`config.mk`:
```
export PLATFORM = sky130hd
export DESIGN_NAME = prince_ti_round_ctrl
export DESIGN_NICKNAME = d
export VERILOG_FILES = /design/src/rtl/prince_ti_round_ctrl.sv
export SDC_FILE = /design/constraint.sdc
export NUM_CORES = 1
export LEC_CHECK = 0
export ABC_AREA = 1
export CAP_MARGIN = 10
export CORE_AREA = 2 2 50 52
export DETAILED_ROUTE_END_ITERATION = 10
export DIE_AREA = 0 0 52 54
export PLACE_DENSITY = 0.77
export SYNTH_ARGS = -nofsm -noshare
export SYNTH_HDL_FRONTEND = slang
export SYNTH_SLANG_ARGS = --single-unit
```
`constraint.sdc`:
```
create_clock -name clk -period 2.4 [get_ports clk]
set_input_delay 0.72 -clock clk [delete_from_list [all_inputs] [get_ports clk]]
set_output_delay 0.72 -clock clk [all_outputs]
set_load 0.01 [all_outputs]
```
`src/rtl/prince_ti_round_ctrl.sv`:
```
// prince_ti_round_ctrl
// Round sequencer for the 3-share round-based PRINCE TI core. Accepts a shared
// plaintext, steps the shared S-box pipeline through the 12 S-box layers
// (5 forward, 2 middle, 5 inverse), decodes the per-layer linear layer,
// round-constant index and key/whitening adds, stalls whenever fresh masks are
// missing, and holds the ciphertext until the consumer takes it.
module prince_ti_round_ctrl #(
   parameter int unsigned SBOX_STAGES = 3
) (
   input  logic       clk,
   input  logic       rst,
   input  logic       in_valid,
   input  logic       dec,
   output logic       in_ready,
   output logic       out_valid,
   input  logic       out_ready,
   input  logic       rnd_valid,
   output logic       ld_en,
   output logic       st_en,
   output logic [2:0] stage_idx,
   output logic       layer_last,
   output logic       sbox_inv,
   output logic [1:0] lin_sel,
   output logic [3:0] rc_idx,
   output logic       key_add,
   output logic       whiten,
   output logic       dec_mode,
   output logic       busy
);

   // PRINCE always has 12 S-box layers, so the layer count is fixed.
   localparam int unsigned N_LAYERS   = 12;
   localparam logic [3:0]  LAYER_LAST = 4'(N_LAYERS - 1);
   localparam logic [3:0]  LAYER_MID  = 4'd5;
   localparam logic [2:0]  STAGE_LAST = 3'(SBOX_STAGES - 1);

   localparam logic [1:0]  LIN_NONE   = 2'b00;
   localparam logic [1:0]  LIN_M      = 2'b01;
   localparam logic [1:0]  LIN_MP     = 2'b10;
   localparam logic [1:0]  LIN_MINV   = 2'b11;

   typedef enum logic [1:0] {
      ST_IDLE = 2'd0,
      ST_RUN  = 2'd1,
      ST_OUT  = 2'd2
   } state_t;

   state_t     state_r;
   logic [3:0] layer_r;
   logic [2:0] stage_r;
   logic       in_ready_r;
   logic       out_valid_r;
   logic       busy_r;
   logic       dec_mode_r;
   logic       sbox_inv_r;

   logic       ld_en_s;
   logic       st_en_s;
   logic       layer_last_s;
   logic [1:0] lin_sel_s;
   logic [3:0] rc_idx_s;
   logic       key_add_s;
   logic       whiten_s;

   // Handshake-qualified strobes: load on acceptance, advance only when masks are fresh.
   always_comb begin
      ld_en_s      = 1'b0;
      st_en_s      = 1'b0;
      layer_last_s = 1'b0;
      case (state_r)
         ST_IDLE: begin
            ld_en_s = in_valid & in_ready_r;
         end
         ST_RUN: begin
            st_en_s = rnd_valid;
            if (stage_r == STAGE_LAST) begin
               layer_last_s = rnd_valid;
            end else begin
               layer_last_s = 1'b0;
            end
         end
         ST_OUT: begin
            ld_en_s      = 1'b0;
            st_en_s      = 1'b0;
            layer_last_s = 1'b0;
         end
         default: begin
            ld_en_s      = 1'b0;
            st_en_s      = 1'b0;
            layer_last_s = 1'b0;
         end
      endcase
   end

   // Per-layer control decode; all layer-end controls stay quiet outside layer_last.
   always_comb begin
      lin_sel_s = LIN_NONE;
      rc_idx_s  = 4'd0;
      key_add_s = 1'b0;
      whiten_s  = 1'b0;
      if (layer_last_s) begin
         case (layer_r)
            4'd0, 4'd1, 4'd2, 4'd3, 4'd4: begin
               lin_sel_s = LIN_M;
               rc_idx_s  = layer_r + 4'd1;
               key_add_s = 1'b1;
            end
            4'd5: begin
               lin_sel_s = LIN_MP;
               rc_idx_s  = 4'd0;
               key_add_s = 1'b0;
            end
            4'd6, 4'd7, 4'd8, 4'd9, 4'd10: begin
               lin_sel_s = LIN_MINV;
               rc_idx_s  = layer_r;
               key_add_s = 1'b1;
            end
            4'd11: begin
               lin_sel_s = LIN_NONE;
               rc_idx_s  = 4'd11;
               key_add_s = 1'b1;
               whiten_s  = 1'b1;
            end
            default: begin
               lin_sel_s = LIN_NONE;
               rc_idx_s  = 4'd0;
               key_add_s = 1'b0;
               whiten_s  = 1'b0;
            end
         endcase
      end else begin
         lin_sel_s = LIN_NONE;
         rc_idx_s  = 4'd0;
         key_add_s = 1'b0;
         whiten_s  = 1'b0;
      end
   end

   // Sequencer FSM with its stage/layer counters and registered status outputs.
   always_ff @(posedge clk) begin
      if (rst) begin
         state_r     <= ST_IDLE;
         layer_r     <= 4'd0;
         stage_r     <= 3'd0;
         in_ready_r  <= 1'b1;
         out_valid_r <= 1'b0;
         busy_r      <= 1'b0;
         dec_mode_r  <= 1'b0;
         sbox_inv_r  <= 1'b0;
      end else begin
         case (state_r)
            ST_IDLE: begin
               if (ld_en_s) begin
                  state_r    <= ST_RUN;
                  layer_r    <= 4'd0;
                  stage_r    <= 3'd0;
                  in_ready_r <= 1'b0;
                  busy_r     <= 1'b1;
                  dec_mode_r <= dec;
                  sbox_inv_r <= 1'b0;
               end else begin
                  in_ready_r <= 1'b1;
               end
            end
            ST_RUN: begin
               if (st_en_s) begin
                  if (layer_last_s) begin
                     stage_r <= 3'd0;
                     if (layer_r == LAYER_LAST) begin
                        // Final layer done: leave RUN instead of wrapping the layer count.
                        state_r     <= ST_OUT;
                        out_valid_r <= 1'b1;
                        sbox_inv_r  <= 1'b0;
                     end else begin
                        layer_r <= layer_r + 4'd1;
                        if (layer_r == LAYER_MID) begin
                           sbox_inv_r <= 1'b1;
                        end else begin
                           sbox_inv_r <= sbox_inv_r;
                        end
                     end
                  end else begin
                     stage_r <= stage_r + 3'd1;
                  end
               end else begin
                  stage_r <= stage_r;
               end
            end
            ST_OUT: begin
               if (out_ready) begin
                  state_r     <= ST_IDLE;
                  layer_r     <= 4'd0;
                  out_valid_r <= 1'b0;
                  busy_r      <= 1'b0;
                  in_ready_r  <= 1'b1;
               end else begin
                  out_valid_r <= 1'b1;
               end
            end
            default: begin
               state_r     <= ST_IDLE;
               layer_r     <= 4'd0;
               stage_r     <= 3'd0;
               in_ready_r  <= 1'b1;
               out_valid_r <= 1'b0;
               busy_r      <= 1'b0;
               sbox_inv_r  <= 1'b0;
            end
         endcase
      end
   end

   assign in_ready   = in_ready_r;
   assign out_valid  = out_valid_r;
   assign busy       = busy_r;
   assign dec_mode   = dec_mode_r;
   assign sbox_inv   = sbox_inv_r;
   assign stage_idx  = stage_r;
   assign ld_en      = ld_en_s;
   assign st_en      = st_en_s;
   assign layer_last = layer_last_s;
   assign lin_sel    = lin_sel_s;
   assign rc_idx     = rc_idx_s;
   assign key_add    = key_add_s;
   assign whiten     = whiten_s;

endmodule
```
Yosys cells after proc, flatten, opt, wreduce, memory -nomap -nowiden
Cells that the tools add are included.
- mux-type cells: 45
- eq/ne operators: 21
- reductions and logical operators: 13
- bitwise logic cells: 4
- $add $sub $neg: 2
- operators by type and width (operator ; number):
    2-to-1 mux 4 bit ; 6
    case mux 4 bit (3 select lines) ; 2
    2-to-1 mux 1 bit ; 21
    == test 4 x 3 -> 1 bit, second input constant ; 4
    == test 4 bit, second input constant ; 4
    AND reduction 5 bit ; 3
    2-to-1 mux 2 bit ; 6
    inequality test 2 bit, second input constant ; 6
    case mux 1 bit (3 select lines) ; 4
    case mux 2 bit (3 select lines) ; 2
    OR reduction 11 bit ; 1
    OR reduction 5 bit ; 2
    2-to-1 mux 3 bit ; 3
    case mux 3 bit (3 select lines) ; 1
    == test 4 x 2 -> 1 bit, second input constant ; 2
    AND reduction 3 bit ; 2
    adder 4 x 1 -> 4 bit, second input constant ; 1
    == test 4 x 1 -> 1 bit, second input constant ; 1
    zero test 4 bit ; 1
    AND reduction 2 bit ; 2
    AND reduction 4 bit ; 1
    adder 3 x 1 -> 3 bit, second input constant ; 1
    == test 3 x 2 -> 1 bit, second input constant ; 1
    inequality test 3 bit, second input constant ; 1
    5 further kinds ; 7
- register bits: 14

Logic depth before layout (Yosys ltp)
- word-level depth: 6
- mapped depth: 10
- gate-level depth less buffers: 10

Worst setup path before layout
Ideal clock, no wire load.
- path kind: reg2out
- from: reg layer_r[0]
- to: out key_add
- buffers on the path: 0
- cell stages (with the launch flop): 9
- slack: 0.391 ns
- data required time: 1.680 ns
- data arrival time: 1.289 ns
- path through: dfxtp_1 inv_1 ha_1 nor2_1 nand2_1 nand2_1 nand2_2 nor2_1 a21oi_1
- longest elaborated chain between the ends: 4
- elaborated cells between the ends (all ways): 14
- those cells by class: eq/ne (10); mux (2); reduce/logical (2)
- RTL lines (element ; line ; source):
    start, declared ; 49 ; logic [3:0] layer_r;
    start signal, assigned ; 175 ; layer_r <= layer_r + 4'd1;
    == test 4 bit, or another cell as far along ; 102 ; case (layer_r)
    OR reduction 11 bit (no source line) * ; -- ;
    2-to-1 mux 1 bit * ; 102 ;
    2-to-1 mux 1 bit * ; 101 ; if (layer_last_s) begin
    end, declared ; 25 ; output logic key_add,
Mark *: on every way between the ends. The rest lies on a longest branch, timed or not.

Worst setup path after layout
- from: reg layer_r[1]
- to: out rc_idx[3]
- longest elaborated chain between the ends: 4
- elaborated cells between the ends (all ways): 16
- those cells by class: add/sub (1); eq/ne (10); mux (2); reduce/logical (3)
- RTL lines (element ; line ; source):
    branches (longest 2 deep; another with adder 4 x 1 -> 4 bit) ; -- ;
    case mux 4 bit (3 select lines) * ; 102 ;
    2-to-1 mux 4 bit * ; 101 ;
    end, declared ; 24 ; output logic [3:0] rc_idx,
Mark *: on every way between the ends.

==> impl_metrics.csv <==
group,metric,value,unit
outcome,outcome,"finished with violations",
outcome,failed_checks,"negative setup slack",
worst_hold_path,min_path_cells,2,
pwr,swShare,46.7,%
logic_synthesis,synth_commonest_cells,"41 x nand2_1, 26 x nor2_1, 23 x inv_1, 14 x dfxtp_1",
logic_synthesis,synth_area,1080,sq um
clocking,clk_pin_slew,0.08,ns
worst_hold_path,whs_endpoint,"busy$_SDFFE_PP0P_",
critical_path,crit_path_frequent_cell,"nand2_2",
floorplan,io_pins,25,
routing,wire_per_inst,12.3,um
logic_synthesis,synth-seq-area-share,25.9,%
logic_synthesis,synth_top_cell_by_area,"dfxtp_1",
timing,finClkSkew,0.0107,ns
placement,placed_area,1480,sq um
timing,slew-limit-headroom,84.7,%
floorplan,die-area,2810,sq um
worst_hold_path,min_from,"busy$_SDFFE_PP0P_",
timing,fin_tns_setup,-0.0404,ns
grt,grt_pass1_wl,4550,um
grt,overflow,0,
routing,drc,0,
critical_path,cp_slowest_stage_delay,0.38,ns
critical_path,r2r_cells,10,
critical_path,regToRegSetupSlack,0.90,ns
timing,worst_pin_slew,0.230,ns
pwr,intPower,941,uW
timing,setup_viol,1,
timing,rsz0062_at_grt,"true",
grt,grt_pass1_vias,1147,
routing,ant_nets,0,
clocking,cts_buffers,3,
critical_path,startpoint,"layer_r[1]$_SDFFE_PP0P_",
pwr,power_density,1070,nW/um^2
logic_synthesis,syn-num-nets,185,
critical_path,endpoint_kind,"primary output",
clocking,root_buffer,"clkbuf_4",
logic_synthesis,synth_area_leaders,"dfxtp_1 26%, nand2_1 14%, ha_1 12%",
clocking,clkLatencyLatePin,0.28,ns
critical_path,critPathKind,"reg -> out",
logic_synthesis,yosys_register_bits,14,
floorplan,row_count,18,
critical_path,r2r_start,"stage_idx[0]$_SDFFE_PP0P_",
grt,antenna_found_initial,0,
critical_path,cpLargestDelayFamily,"buffers and inverters",
logic_synthesis,syn_inst,169,
clocking,cts_hold_buf,0,
critical_path,arrival,1.72,ns
routing,first_iter_violations,33,
critical_path,critPathSlowestCell,"dfxtp_4",
clocking,cts_htree_levels,1,
placement,portBuffers,24,
routing,drt_wl_total,3060,um
routing,viasPerCell,5.06,
logic_synthesis,ys_types,22,
clocking,cts_sinks,14,
floorplan,fp.dieW,52,um
critical_path,crit_chain,"inv_4 > ha_2 > inv_1 > nand2_2 > nand2_2 > nand2_4 > buf_4 > nand3_1 > a21oi_1 > buf_2",
timing,max_freq,0.410,GHz
layout,layout.nets,236,
pwr,vdd_drop_max,0.000655,V
logic_synthesis,async_flop_share,0,%
placement,dpl.hpwl,2190,um
logic_synthesis,synthMostInstantiatedCell,"nand2_1",
logic_synthesis,ys.flop_type,"dfxtp_1",
layout,finalInstanceArea,1660,sq um
layout,drive_above_1_share,38.8,%
worst_hold_path,min_path_type,"reg -> reg",
floorplan,die_h,54,um
placement,gp_congestion,0.822,
critical_path,crit_buf_inv,4,
pwr,seqPwrFrac,22.7,%
job,drv_cap,0,
timing,fin_ws,-0.0404,ns
layout,synthToLayoutAreaGrowth,53.1,%
logic_synthesis,yosys_warnings,0,
critical_path,rr_endpoint,"sbox_inv$_SDFFE_PP0P_",
logic_synthesis,synth_top_cell_area_share,25.9,%
clocking,cts_tree,"done",
floorplan,start_util,46.6,%
pwr,power,1.76,mW
timing,drv_slew,0,
grt,grt_usage,21.3,%
critical_path,startpoint_type,"register",
routing,vias,1260,
grt,grt_max_degree,9,
logic_synthesis,synth_edf_count,0,
routing,dr.pass1.iters,4,
pwr,p_switching,824,uW
timing,finalCriticalPeriod,2.44,ns
layout,n_antenna_cell,0,
pwr,p_comb_share,67.5,%
timing,period_share,102,%
logic_synthesis,avgSynthCellArea,6.40,sq um
pwr,power_frac_clock,9.7,%
critical_path,crit_fanout,5,
timing,hold_viol,0,
critical_path,cp.required,1.68,ns
pwr,p_leak,0.860,nW
clocking,clock_path_buffers,2,
floorplan,core,2320,sq um
[layout by cell type, fill, tap and decap left out]
cell type	Yosys	routed
clkbuf_8	0	1
dfxtp_2	0	2
clkinv_1	1	1
buf_4	1	21
clkbuf_2	0	5
buf_6	1	3
nor2_2	4	6
inv_1	23	20
ha_4	0	4
inv_2	4	5
o21bai_1	2	2
nand3_2	4	7
nand2_1	41	34
a21oi_1	8	8
ha_1	10	4
nand4_1	2	2
nand3_1	10	7
dlymetal6s2s_1	0	1
ha_2	0	2
dlygate4sd2_1	0	2
nor2_1	26	23
inv_4	1	3
nand2_2	5	10
dfxtp_1	14	10
xor2_2	0	1
clkdlybuf4s50_1	0	12
nor2_4	1	2
o21ai_0	8	8
o21ai_2	1	1
dfxtp_4	0	2
buf_2	0	4
nand2_4	1	3
clkbuf_4	0	3
[layer usage]
metal / wire length [um] / vias to the layer above / global-route usage (%)
met5: 0 / - / 0
met4: 37 / 0 / 6.58
met3: 119 / 5 / 1.67
met2: 1600 / 42 / 41.6
met1: 1300 / 594 / 24.5
li1: - / 619 / -
[worst max-delay path by stage]
stage                       endpoint  depth (start not counted)
after floorplan              key_add                          8
after global placement     rc_idx[3]                          6
after detailed placement  lin_sel[1]                          7
after CTS                     whiten                          5
after global routing       rc_idx[3]                         10
final                      rc_idx[3]                         10
[what timing repair did]
item                       in CTS  in global routing
buffers inserted                5                  1
pin swaps                       8                 10
gates resized for setup        42                 33
setup endpoints to repair      11                 10
cloned                          0                  0
[metrics by stage]
step                worst slack [ns]  hold WS, ns  utilization (%)  std cells
global placement              -0.532        0.495             63.6        239
floorplan                      0.391        0.482                -        169
global route                  -0.121        0.537             71.4        249
CTS                          0.00250        0.512             68.7        248
detailed placement            -0.564        0.491             63.6        239
finish                       -0.0404        0.507             71.4        249
[power by group through the flow]
stage	logic (mW)	registers, mW	clock network [mW]
2_1_floorplan	0.588	0.374	0
3_3_place_gp	0.898	0.371	0
3_5_place_dp	0.927	0.376	0
4_1_cts	1.02	0.391	0.175
5_1_grt	1.30	0.412	0.191
6_report	1.19	0.401	0.171
[flip-flops by register name (all words and copies together), names as in the netlist]
name       flops
stage_idx      3
in_ready       1
dec_mode       1
sbox_inv       1
busy           1
layer_r        4
out_valid      1
state_r        2
[cell type report]
class | instances | area, sq um
Multi-Input combinational cell | 124 | 788
Fill cell | 186 | 664
Timing Repair Buffer | 48 | 387
Sequential cell | 14 | 290
Inverter | 29 | 116
Tap cell | 30 | 37.5
Clock buffer | 4 | 36.3
[logic make-up after synthesis]
kind of cell,Yosys count,synth area share [%]
adders and majority gates,10,11.6
DFF,14,25.9
buffers and inverters,31,12.0
AOI/OAI and AO/OA,19,9.61
xor gates and xnor gates,1,0.810
and+or+nand+nor,94,40.0
[worst reg2reg max path, stage by stage (launching register included)]
cell	delay, ns
dfxtp_1	0.35
inv_1	0.08
ha_1	0.16
nand3_2	0.11
buf_4	0.16
nand2_2	0.12
nand3_1	0.13
nand2_1	0.10
o21ai_0	0.10
nand2_1	0.07
inv_1	0.03
Power figures use the tool's default switching activity.
